$ cat src/rtl/gesture_pkg.sv
`default_nettype none
// +--------------------------------------------------------------------+
// | gesture_pkg : shared types/constants for the gesture tracker       |
// | Rev 1.0                                                            |
// +--------------------------------------------------------------------+
package gesture_pkg;

  localparam int COORD_W = 10;
  localparam logic [31:0] NOT_FOUND = 32'hFFFF_FFFF;

  typedef enum logic [1:0] {
    ST_IDLE    = 2'd0,
    ST_ACQUIRE = 2'd1,
    ST_TRACK   = 2'd2,
    ST_HOLD    = 2'd3
  } state_t;

endpackage
`default_nettype wire

$ cat src/rtl/gesture_tracker_if.sv
`default_nettype none
// +--------------------------------------------------------------------+
// | gesture_tracker_if : centroid in / cursor+stamp out bundle         |
// | Rev 1.0                                                            |
// +--------------------------------------------------------------------+
interface gesture_tracker_if;
  import gesture_pkg::*;

  logic               pos_valid;
  logic [31:0]        x_pos;
  logic [31:0]        y_pos;
  logic [COORD_W-1:0] cursor_x;
  logic [COORD_W-1:0] cursor_y;
  logic               cursor_valid;
  logic               dragging;
  logic               stamp_pulse;
  logic [COORD_W-1:0] stamp_x;
  logic [COORD_W-1:0] stamp_y;
  logic [1:0]         state;

  modport master (
    output pos_valid, x_pos, y_pos,
    input  cursor_x, cursor_y, cursor_valid, dragging,
    input  stamp_pulse, stamp_x, stamp_y, state
  );

  modport slave (
    input  pos_valid, x_pos, y_pos,
    output cursor_x, cursor_y, cursor_valid, dragging,
    output stamp_pulse, stamp_x, stamp_y, state
  );

endinterface
`default_nettype wire

$ cat src/rtl/axis_filter.sv
`default_nettype none
// +--------------------------------------------------------------------+
// | axis_filter : per-axis IIR cursor update and stillness detect      |
// | Rev 1.0                                                            |
// +--------------------------------------------------------------------+
module axis_filter
  import gesture_pkg::*;
#(
  parameter int MOVE_TH      = 8,
  parameter int SMOOTH_SHIFT = 2
) (
  input  logic [COORD_W-1:0] raw,
  input  logic [COORD_W-1:0] cursor,
  input  logic               load,
  input  logic               update,
  output logic [COORD_W-1:0] next_cursor,
  output logic               still_axis
);

  localparam logic [COORD_W:0] TH = MOVE_TH[COORD_W:0];

  logic signed [COORD_W:0] diff;
  logic signed [COORD_W:0] step;
  logic        [COORD_W:0] mag;

  always_comb begin
    diff = $signed({1'b0, raw}) - $signed({1'b0, cursor});
    step = diff >>> SMOOTH_SHIFT;
    mag  = diff[COORD_W] ? -diff : diff;
    still_axis = (mag <= TH);
    // The step never carries the cursor past raw, so modulo-2^10 add is exact.
    if (load)
      next_cursor = raw;
    else if (update)
      next_cursor = cursor + step[COORD_W-1:0];
    else
      next_cursor = cursor;
  end

endmodule
`default_nettype wire

$ cat src/rtl/gesture_tracker.sv
`default_nettype none
// +--------------------------------------------------------------------+
// | gesture_tracker : presence debounce, cursor smoothing, dwell stamp |
// | Rev 1.0                                                            |
// +--------------------------------------------------------------------+
module gesture_tracker
  import gesture_pkg::*;
#(
  parameter int ACQ_FRAMES   = 3,
  parameter int MISS_TOL     = 2,
  parameter int DWELL_FRAMES = 30,
  parameter int MOVE_TH      = 8,
  parameter int SMOOTH_SHIFT = 2,
  parameter int X_MAX        = 640,
  parameter int Y_MAX        = 480
) (
  input  logic              clk,
  input  logic              reset_n,
  gesture_tracker_if.slave  bus
);

  localparam logic [3:0] ACQ_N   = ACQ_FRAMES[3:0];
  localparam logic [3:0] MISS_N  = MISS_TOL[3:0];
  localparam logic [7:0] DWELL_N = DWELL_FRAMES[7:0];

  state_t             state_q, state_d;
  logic [3:0]         acq_cnt, acq_d, miss_cnt, miss_d;
  logic [7:0]         still_cnt, still_d;
  logic [COORD_W-1:0] cur_x, cur_y, nxt_x, nxt_y;
  logic [COORD_W-1:0] stamp_x_q, stamp_y_q, stamp_x_d, stamp_y_d;
  logic               stamp_q, stamp_d;
  logic               load, update, still_x, still_y, still, hit;

  assign hit   = (bus.x_pos < 32'(X_MAX)) && (bus.y_pos < 32'(Y_MAX));
  assign still = still_x && still_y;

  axis_filter #(.MOVE_TH(MOVE_TH), .SMOOTH_SHIFT(SMOOTH_SHIFT)) u_fx (
    .raw(bus.x_pos[COORD_W-1:0]), .cursor(cur_x), .load(load), .update(update),
    .next_cursor(nxt_x), .still_axis(still_x)
  );

  axis_filter #(.MOVE_TH(MOVE_TH), .SMOOTH_SHIFT(SMOOTH_SHIFT)) u_fy (
    .raw(bus.y_pos[COORD_W-1:0]), .cursor(cur_y), .load(load), .update(update),
    .next_cursor(nxt_y), .still_axis(still_y)
  );

  always_ff @(posedge clk or negedge reset_n) begin
    if (!reset_n) begin
      state_q   <= ST_IDLE;
      acq_cnt   <= '0;
      miss_cnt  <= '0;
      still_cnt <= '0;
      cur_x     <= '0;
      cur_y     <= '0;
      stamp_q   <= 1'b0;
      stamp_x_q <= '0;
      stamp_y_q <= '0;
    end else begin
      state_q   <= state_d;
      acq_cnt   <= acq_d;
      miss_cnt  <= miss_d;
      still_cnt <= still_d;
      cur_x     <= nxt_x;
      cur_y     <= nxt_y;
      stamp_q   <= stamp_d;
      stamp_x_q <= stamp_x_d;
      stamp_y_q <= stamp_y_d;
    end
  end

  always_comb begin
    state_d   = state_q;
    acq_d     = acq_cnt;
    miss_d    = miss_cnt;
    still_d   = still_cnt;
    load      = 1'b0;
    update    = 1'b0;
    stamp_d   = 1'b0;
    stamp_x_d = stamp_x_q;
    stamp_y_d = stamp_y_q;
    if (bus.pos_valid) begin
      if (hit) begin
        case (state_q)
          ST_IDLE, ST_ACQUIRE: begin
            acq_d = (state_q == ST_IDLE) ? 4'd1 : acq_cnt + 4'd1;
            if (acq_d == ACQ_N) begin
              state_d = ST_TRACK;
              load    = 1'b1;
              still_d = '0;
              miss_d  = '0;
            end else begin
              state_d = ST_ACQUIRE;
            end
          end
          ST_TRACK: begin
            miss_d = '0;
            update = 1'b1;
            if (!still)
              still_d = '0;
            else if (still_cnt + 8'd1 >= DWELL_N) begin
              stamp_d   = 1'b1;
              stamp_x_d = nxt_x;
              stamp_y_d = nxt_y;
              state_d   = ST_HOLD;
              still_d   = '0;
            end else
              still_d = still_cnt + 8'd1;
          end
          default: begin
            miss_d = '0;
            update = 1'b1;
            if (!still) begin
              state_d = ST_TRACK;
              still_d = '0;
            end
          end
        endcase
      end else begin
        case (state_q)
          ST_ACQUIRE: begin
            state_d = ST_IDLE;
            acq_d   = '0;
          end
          ST_TRACK, ST_HOLD: begin
            miss_d = miss_cnt + 4'd1;
            if (miss_d >= MISS_N) begin
              state_d = ST_IDLE;
              acq_d   = '0;
              miss_d  = '0;
              still_d = '0;
            end
          end
          default: ;
        endcase
      end
    end
  end

  assign bus.cursor_x     = cur_x;
  assign bus.cursor_y     = cur_y;
  assign bus.cursor_valid = (state_q == ST_TRACK) || (state_q == ST_HOLD);
  assign bus.dragging     = (state_q == ST_TRACK);
  assign bus.stamp_pulse  = stamp_q;
  assign bus.stamp_x      = stamp_x_q;
  assign bus.stamp_y      = stamp_y_q;
  assign bus.state        = state_q;

endmodule
`default_nettype wire

$ cat src/flat_wrapper.sv
// flat-port wrapper written by rule: the top's interface ports become plain ports
module gesture_tracker_flat import gesture_pkg::*;
#(
  parameter int ACQ_FRAMES   = 3,
  parameter int MISS_TOL     = 2,
  parameter int DWELL_FRAMES = 30,
  parameter int MOVE_TH      = 8,
  parameter int SMOOTH_SHIFT = 2,
  parameter int X_MAX        = 640,
  parameter int Y_MAX        = 480
)
  (clk, reset_n, bus_pos_valid, bus_x_pos, bus_y_pos, bus_cursor_x, bus_cursor_y, bus_cursor_valid, bus_dragging, bus_stamp_pulse, bus_stamp_x, bus_stamp_y, bus_state);
  gesture_tracker_if bus_i ();
  input  logic clk;
  input  logic reset_n;
  input wire logic [$bits(bus_i.pos_valid)-1:0] bus_pos_valid;
  input wire logic [$bits(bus_i.x_pos)-1:0] bus_x_pos;
  input wire logic [$bits(bus_i.y_pos)-1:0] bus_y_pos;
  output wire logic [$bits(bus_i.cursor_x)-1:0] bus_cursor_x;
  output wire logic [$bits(bus_i.cursor_y)-1:0] bus_cursor_y;
  output wire logic [$bits(bus_i.cursor_valid)-1:0] bus_cursor_valid;
  output wire logic [$bits(bus_i.dragging)-1:0] bus_dragging;
  output wire logic [$bits(bus_i.stamp_pulse)-1:0] bus_stamp_pulse;
  output wire logic [$bits(bus_i.stamp_x)-1:0] bus_stamp_x;
  output wire logic [$bits(bus_i.stamp_y)-1:0] bus_stamp_y;
  output wire logic [$bits(bus_i.state)-1:0] bus_state;
  assign bus_i.pos_valid = bus_pos_valid;
  assign bus_i.x_pos = bus_x_pos;
  assign bus_i.y_pos = bus_y_pos;
  assign bus_cursor_x = bus_i.cursor_x;
  assign bus_cursor_y = bus_i.cursor_y;
  assign bus_cursor_valid = bus_i.cursor_valid;
  assign bus_dragging = bus_i.dragging;
  assign bus_stamp_pulse = bus_i.stamp_pulse;
  assign bus_stamp_x = bus_i.stamp_x;
  assign bus_stamp_y = bus_i.stamp_y;
  assign bus_state = bus_i.state;
  gesture_tracker #(.ACQ_FRAMES(ACQ_FRAMES), .MISS_TOL(MISS_TOL), .DWELL_FRAMES(DWELL_FRAMES), .MOVE_TH(MOVE_TH), .SMOOTH_SHIFT(SMOOTH_SHIFT), .X_MAX(X_MAX), .Y_MAX(Y_MAX)) u_core (.clk(clk), .reset_n(reset_n), .bus(bus_i));
endmodule
$ cat config.mk
export PLATFORM = sky130hd
export DESIGN_NAME = gesture_tracker_flat
export DESIGN_NICKNAME = d
export VERILOG_FILES = /design/src/rtl/gesture_pkg.sv /design/src/rtl/gesture_tracker_if.sv /design/src/rtl/axis_filter.sv /design/src/rtl/gesture_tracker.sv /design/src/flat_wrapper.sv
export SDC_FILE = /design/constraint.sdc
export NUM_CORES = 1
export LEC_CHECK = 0
export ABC_AREA = 1
export CORE_UTILIZATION = 53
export DETAILED_ROUTE_END_ITERATION = 8
export PLACE_DENSITY = 0.83
export REMOVE_ABC_BUFFERS = 1
export SLEW_MARGIN = 30
export SYNTH_ARGS = -nofsm -noshare
export SYNTH_HDL_FRONTEND = slang
export SYNTH_SLANG_ARGS = --single-unit
$ cat constraint.sdc
create_clock -name clk -period 3.9 [get_ports clk]
set_input_delay 0.39 -clock clk [delete_from_list [all_inputs] [get_ports clk]]
set_output_delay 0.39 -clock clk [all_outputs]
set_load 0.01 [all_outputs]
==> run metrics, run 1 <==
RePlAce Congestion=about 1.0; total of max-cap violations=0; Reg clk slew, reported paths=around 0.090 ns; vias in the first global route=approximately 5,200; num ports=between 100 and 150; Clock Tree Buf Depth=2; Worst slew margin=0.426; # DRC=1; Routed wire per std cell=~14 um; Cell Count, Final, Fillers Out=1,061; Avg Cell Area, Syn=approximately 6.5 um2; Post-CTS Hold Fix Bufs=0; CTS tree=yes; Die Span Y=approximately 100 um; Inserted Clock Buffers=9; pre-CTS WS=0.172 ns; Hold Path Class=in2async; via count=between 5,000 and 6,000; Core Area=9730 um2; vias per cell=around 5.3; largest net degree at the start of global routing=36; fin nets=roughly 1,000; initial DRC count=~270; Layout area overhead=26.7%; status=complete, but fails checks; worst-path maximum fanout=4; layout cells sized above 1=0.0506; post-route cell area=6690 um2; fin crit share=0.867; global-route wire length before repair=24,000 um; hold slack=between 0.1 and 0.15 ns; count of input and output buffers=around 110; Sink Count=a little under 60; worst-margin pin slew=around 0.86 ns; Total GRT Usage=0.301; CP Data Arrival Time=roughly 3.6 ns; Synthesis Warnings=0; critical path, cell by cell=clkdlybuf4s50_1 -> inv_1 -> ha_1 -> inv_1 -> fa_1 -> xnor2_1 -> inv_1 -> ha_1 -> inv_1 -> fa_1 -> o21ai_0 -> nand2_1 -> o311ai_0 -> xor2_1 -> nand3_1 -> nand3_1 -> nand2_1 -> nand2_1 -> nand2_1; final worst path period need=3.38 ns; Max Clock Freq=between 200 and 300 MHz; GRT overflow=0; cell count after synthesis=~810; final wirelength=around 15,000 um; Worst Setup End Kind=register; antenna diode count=0; CP required=about 4.2 ns; Core Util, Final=0.688; Setup Skew=~0.019 ns; register area share after synthesis=0.279; die area=around 10,000 um2; DIE WIDTH=~100 um; Root Driver=clkbuf_8; Leak=between 3 and 4 nW; Seq cells post-synth=about 60; Cell Pwr Density=around 220 nW/um2; TritonRoute pass-1 iters=7; dpl cells=1,045; cts repair resizes=0; unrepaired setup endpoints after global routing=false; final setup vio count=0; failing checks=DRC; hpwl dp=11,400 um; Fin. Hold Viols=0; Crit path largest cell delay=about 0.44 ns; Clk Latency, worst-skew pair=0.38 ns; final worst setup slack=roughly 0.52 ns; fin. max-slew vios=0; Initial Util=0.543; TNS Setup=0 ns; CP max-delay cell=clkdlybuf4s50_1; crit path launch type=input pin; antenna-violating nets left=0; VDD IR max=around 0.00018 V; postcts setup bufs=0; initial antenna violation count=0; Core Rows=36; Netlist cell types=39; critical path type=in2reg; Mapped Area=5280 um2; total power=between 1 and 1.5 mW; placed instance area=approximately 6500 um2; htree depth=3
worst max-delay path: cells and delay by family:
| family | cells | cell delay (ns) |
|---|---|---|
| AO/OA/AOI/OAI | 2 | 0.49 |
| buffers and inverters | 5 | 0.74 |
| adder cells (fa/ha/maj) | 4 | 1.19 |
| AND/OR/NAND/NOR | 6 | 0.46 |
| XOR/XNOR | 2 | 0.37 |
cells in the mapped netlist (all sizes together):
| master | n | area (um2) |
|---|---|---|
| xor2 | 13 | 114 |
| inv | 120 | 450 |
| a21o | 1 | 7.51 |
| o31ai | 3 | 22.5 |
| o2111ai | 3 | 26.3 |
| clkbuf | 6 | 22.5 |
| ha | 43 | 538 |
| nand2 | 283 | 1090 |
| or2 | 2 | 12.5 |
| nor3 | 11 | 55.1 |
| buf | 8 | 63.8 |
| and3 | 1 | 6.26 |
| nor4 | 6 | 37.5 |
| o21ai | 49 | 245 |
| nand3 | 59 | 325 |
| nor2 | 65 | 264 |
| o311ai | 2 | 17.5 |
| a31oi | 3 | 18.8 |
| nand4 | 15 | 93.8 |
| fa | 4 | 80.1 |
| dfrtp | 59 | 1480 |
| nor3b | 1 | 7.51 |
| a31o | 1 | 8.76 |
| a21oi | 38 | 198 |
| xnor2 | 7 | 61.3 |
| o21a | 1 | 7.51 |
| o21bai | 2 | 15.0 |
| nand3b | 2 | 15.0 |
| clkinv | 1 | 5.00 |
where the power goes:
part / leakage, nW / internal (mW) / switching [mW] / total [mW]
clock: 0.0884 / 0.263 / 0.279 / 0.542
combinational: 2.65 / 0.131 / 0.157 / 0.288
sequential: 0.731 / 0.612 / 0.0000000000000303 / 0.612
total: 3.47 / 1.01 / 0.436 / 1.44
area by class of cell:
type                            instances  area [um2]
Inverter                              121         455
Multi-Input combinational cell        615        3260
Tap cell                              133         166
Clock inverter                          4        25.0
Timing Repair Buffer                  117        1150
Fill cell                             904        3040
Clock buffer                           12         155
Sequential cell                        59        1480
worst paths after layout:
kind	from	end	slack (ns)	cells after the start
max	bus_x_pos[0]	u_core.bus.stamp_x[8]	0.52	19
min	reset_n	u_core.bus.cursor_y[5]	0.12	1
max reg2reg	u_core.bus.cursor_x[4]	u_core.bus.stamp_x[9]	0.57	18
min reg2reg	u_core.bus.stamp_x[2]	u_core.bus.stamp_x[2]	0.48	2
max in group asynchronous	reset_n	u_core.bus.cursor_x[3]	2.91	2
min in group clk	u_core.bus.stamp_x[2]	u_core.bus.stamp_x[2]	0.48	2
cells by family (layout without fill, tap and decap cells):
kind of cell | Yosys count | in the layout | synth area share
AND/OR/NAND/NOR | 445 | 445 | 0.360
buffers and inverters | 135 | 254 | 0.103
AO/OA/AOI/OAI | 103 | 103 | 0.107
flip-flops | 59 | 59 | 0.279
adder cells (fa/ha/maj) | 47 | 47 | 0.117
XOR/XNOR | 20 | 20 | 0.0332
sequential cells by signal, indices dropped and copies added, names as in the netlist:
register	flops
u_core.bus.stamp_x	10
u_core.bus.stamp_pulse	1
u_core.miss_cnt	4
u_core.still_cnt	8
u_core.bus.cursor_x	10
u_core.bus.cursor_y	10
u_core.acq_cnt	4
u_core.bus.stamp_y	10
u_core.bus.state	2
layout by cell type (no fill, tap or decap), types with 3 or more instances in the layout:
cell	instances
nand2_1	275
inv_1	117
clkdlybuf4s50_1	110
nor2_1	61
dfrtp_1	59
nand3_1	53
ha_1	43
a21oi_1	36
o21ai_0	33
o21ai_1	16
nand4_1	15
xor2_1	13
nor3_1	11
clkbuf_8	11
nand2_2	7
xnor2_1	7
nand3_2	6
nor4_1	6
buf_4	6
fa_1	4
inv_2	3
a31oi_1	3
clkinv_2	3
o2111ai_1	3
o31ai_1	3
layer usage:
layer / up-vias / routed length [um] / track usage
li1: 2831 / - / -
met1: 2549 / 6270 / 0.362
met2: 235 / 6810 / 0.517
met3: 34 / 1220 / 0.0547
met4: 0 / 443 / 0.152
met5: - / 0 / 0
Note: power is estimated with default switching activity, not from simulation.
==> run 2, diff against run 1 <==
--- a/config.mk
+++ b/config.mk
@@ -6,11 +6,10 @@
 export NUM_CORES = 1
 export LEC_CHECK = 0
 export ABC_AREA = 1
-export CORE_UTILIZATION = 53
+export CORE_UTILIZATION = 55
 export DETAILED_ROUTE_END_ITERATION = 8
-export PLACE_DENSITY = 0.83
+export PLACE_DENSITY = 0.85
 export REMOVE_ABC_BUFFERS = 1
-export SLEW_MARGIN = 30
 export SYNTH_ARGS = -nofsm -noshare
 export SYNTH_HDL_FRONTEND = slang
 export SYNTH_SLANG_ARGS = --single-unit
==> constraint.sdc (replaced) <==
create_clock -name clk -period 4.3 [get_ports clk]
set_input_delay 0.43 -clock clk [delete_from_list [all_inputs] [get_ports clk]]
set_output_delay 0.43 -clock clk [all_outputs]
set_load 0.01 [all_outputs]
==> run 2 against run 1 <==
  * Largest cell class unchanged
  * Core utilization rose by 3.5 points
  * Critical path type unchanged
  * Combinational power fell by 6.9%
  * Count of clock-buffer cells in the layout fell by 3
  * The run now ends clean
  * Critical path depth did not move
  * Setup slack improved by 0.28 ns
  * Sequential power fell by 9.5%
  * Final area rose by 0.34%
==> run metrics, run 2 (synthesis results as in run 1) <==
antenna-violating nets left=0; DIE WIDTH=100 um; Crit path largest cell delay=roughly 0.45 ns; final worst path period need=about 3.5 ns; Core Area=9280 um2; die area=approximately 10,000 um2; Hold Path Class=in2async; Clock Tree Buf Depth=2; TritonRoute pass-1 iters=5; cts repair resizes=0; postcts setup bufs=0; CP Data Arrival Time=approximately 3.7 ns; worst-margin pin slew=0.784 ns; worst-path maximum fanout=4; Root Driver=clkbuf_8; initial DRC count=a little under 300; Setup Skew=0.0120 ns; pre-CTS WS=between 0.4 and 0.5 ns; Cell Pwr Density=211 nW/um2; critical path, cell by cell=clkdlybuf4s50_1 -> inv_1 -> ha_1 -> inv_1 -> fa_1 -> xnor2_1 -> inv_1 -> ha_1 -> inv_1 -> fa_1 -> o21ai_0 -> nand2_1 -> o311ai_0 -> xor2_1 -> nand3_1 -> nand3_1 -> nand2_1 -> nand2_1 -> nand2_1; via count=roughly 5,800; met3 usage=0.0689; Worst slew margin=0.478; Fin. Hold Viols=0; leading cell types in the layout, fill and taps excluded=275 x nand2_1, 117 x inv_1, 110 x clkdlybuf4s50_1; vias in the first global route=between 5,000 and 6,000; fin. max-slew vios=0; worst path bufs/invs=5; num ports=about 110; CP required=between 4 and 5 ns; placed instance area=roughly 6500 um2; # DRC=0; GR met2 Demand/Resource=0.576; Inserted Clock Buffers=9; GR Util met1=0.389; Most Used Layer, Global Route=met2; largest net degree at the start of global routing=60; final worst setup slack=0.796 ns; RePlAce Congestion=0.937; Largest delay share family, worst path=adder cells; VDD IR max=around 0.00024 V; Layout area overhead=27.1%; GRT overflow=0; fin nets=around 1,000; fillers=770; Sink Count=~60; Post-CTS Hold Fix Bufs=0; fin crit share=0.815; initial antenna violation count=0; hpwl dp=approximately 12,000 um; CP max-delay cell=fa_1; count of input and output buffers=around 110; Reg clk slew, reported paths=about 0.08 ns; Max Clock Freq=285 MHz; htree depth=3; Core Util, Final=0.723; final wirelength=between 15,000 and 20,000 um; total of max-cap violations=0; Reg area=around 1500 um2; antenna diode count=0; Leak=between 3 and 4 nW; Clk Latency, worst-skew pair=roughly 0.35 ns; Initial Util=0.569; critical path type=in2reg; status=finished, final reports clean; global-route wire length before repair=25,700 um; Total GRT Usage=0.327; Routed wire per std cell=approximately 15 um; commonest non-fill, non-tap cell in the layout=nand2_1; layout cells sized above 1=0.0497; TNS Setup=0 ns; post-route cell area=~6700 um2; area occupied by multi-input gates=about 3300 um2; Worst Setup End Kind=register; final setup vio count=0; CTS tree=yes; unrepaired setup endpoints after global routing=false; Die Span Y=around 100 um; vias per cell=about 5.5; crit path launch type=input pin; Core Rows=35
[run 2: changes by cell type in the layout (fill, tap and decap cells not counted)]
| cell | before | now |
|---|---|---|
| buf_4 | 6 | 4 |
| bufinv_16 | 0 | 2 |
| clkbuf_1 | 1 | 0 |
| clkbuf_8 | 11 | 9 |
| clkinv_2 | 3 | 2 |
| clkinv_4 | 0 | 1 |
| clkinvlp_4 | 2 | 1 |
| inv_6 | 0 | 2 |
[run 2: path summary, 6_finish.rpt]
path	startpoint	endpoint	slack, ns	depth (start not counted)
worst max-delay path	bus_x_pos[0]	u_core.bus.stamp_x[8]	0.80	19
worst min-delay path	reset_n	u_core.acq_cnt[0]	0.25	2
worst max register to register	u_core.bus.cursor_x[2]	u_core.bus.stamp_x[8]	0.89	20
worst min register to register	u_core.bus.stamp_y[2]	u_core.bus.stamp_y[2]	0.49	2
max in group asynchronous	reset_n	u_core.bus.stamp_x[2]	3.54	2
min in group clk	u_core.bus.stamp_y[2]	u_core.bus.stamp_y[2]	0.49	2
[run 2: area by class of cell]
cell class	instances	area share
flip-flops and latches	59	0.220
clock buffers	9	0.0184
inverters	121	0.0678
repair buffers	115	0.169
multi-input cells	615	0.486
well taps	129	0.0240
clock inverters	7	0.0147
[run 2: worst register-to-register path, stage by stage (launching register included)]
cell and delay [ns]:
dfrtp_1 0.43, inv_1 0.09, ha_1 0.43, inv_1 0.09, nor3_1 0.21, nand3_1 0.18
nand3_1 0.12, nand2_1 0.07, nand2_1 0.10, inv_1 0.05, ha_1 0.37, inv_1 0.12
nor3_1 0.22, nand2_1 0.08, o311ai_0 0.13, xor2_1 0.19, nand3_1 0.10, nand3_1 0.12
nand2_1 0.07, nand2_1 0.06, nand2_1 0.07
[run 2: per-stage QoR]
| stage | power (mW) | hold WS, ns | std cells |
|---|---|---|---|
| global route | 1.47 | 0.317 | 1055 |
| floorplan | 0.710 | 0.134 | 795 |
| global placement | 0.819 | 0.461 | 1039 |
| finish | 1.42 | 0.251 | 1055 |
| CTS | 1.41 | 0.275 | 1055 |
| detailed placement | 0.827 | 0.470 | 1039 |
[run 2: report_power, final]
part / switching (mW) / leakage, nW / internal, mW
Combinational: 0.149 / 2.64 / 0.119
Sequential: 0.0000000000000273 / 0.731 / 0.554
Clock: 0.263 / 0.110 / 0.330
Total: 0.412 / 3.48 / 1.00
[run 2: routing by layer]
layer | wire length, um | share of wire | vias up
met5 | 0 | 0 | -
met4 | 590 | 0.038 | 0
met3 | 1250 | 0.080 | 52
met2 | 7470 | 0.47 | 252
met1 | 6420 | 0.41 | 2653
li1 | - | - | 2822
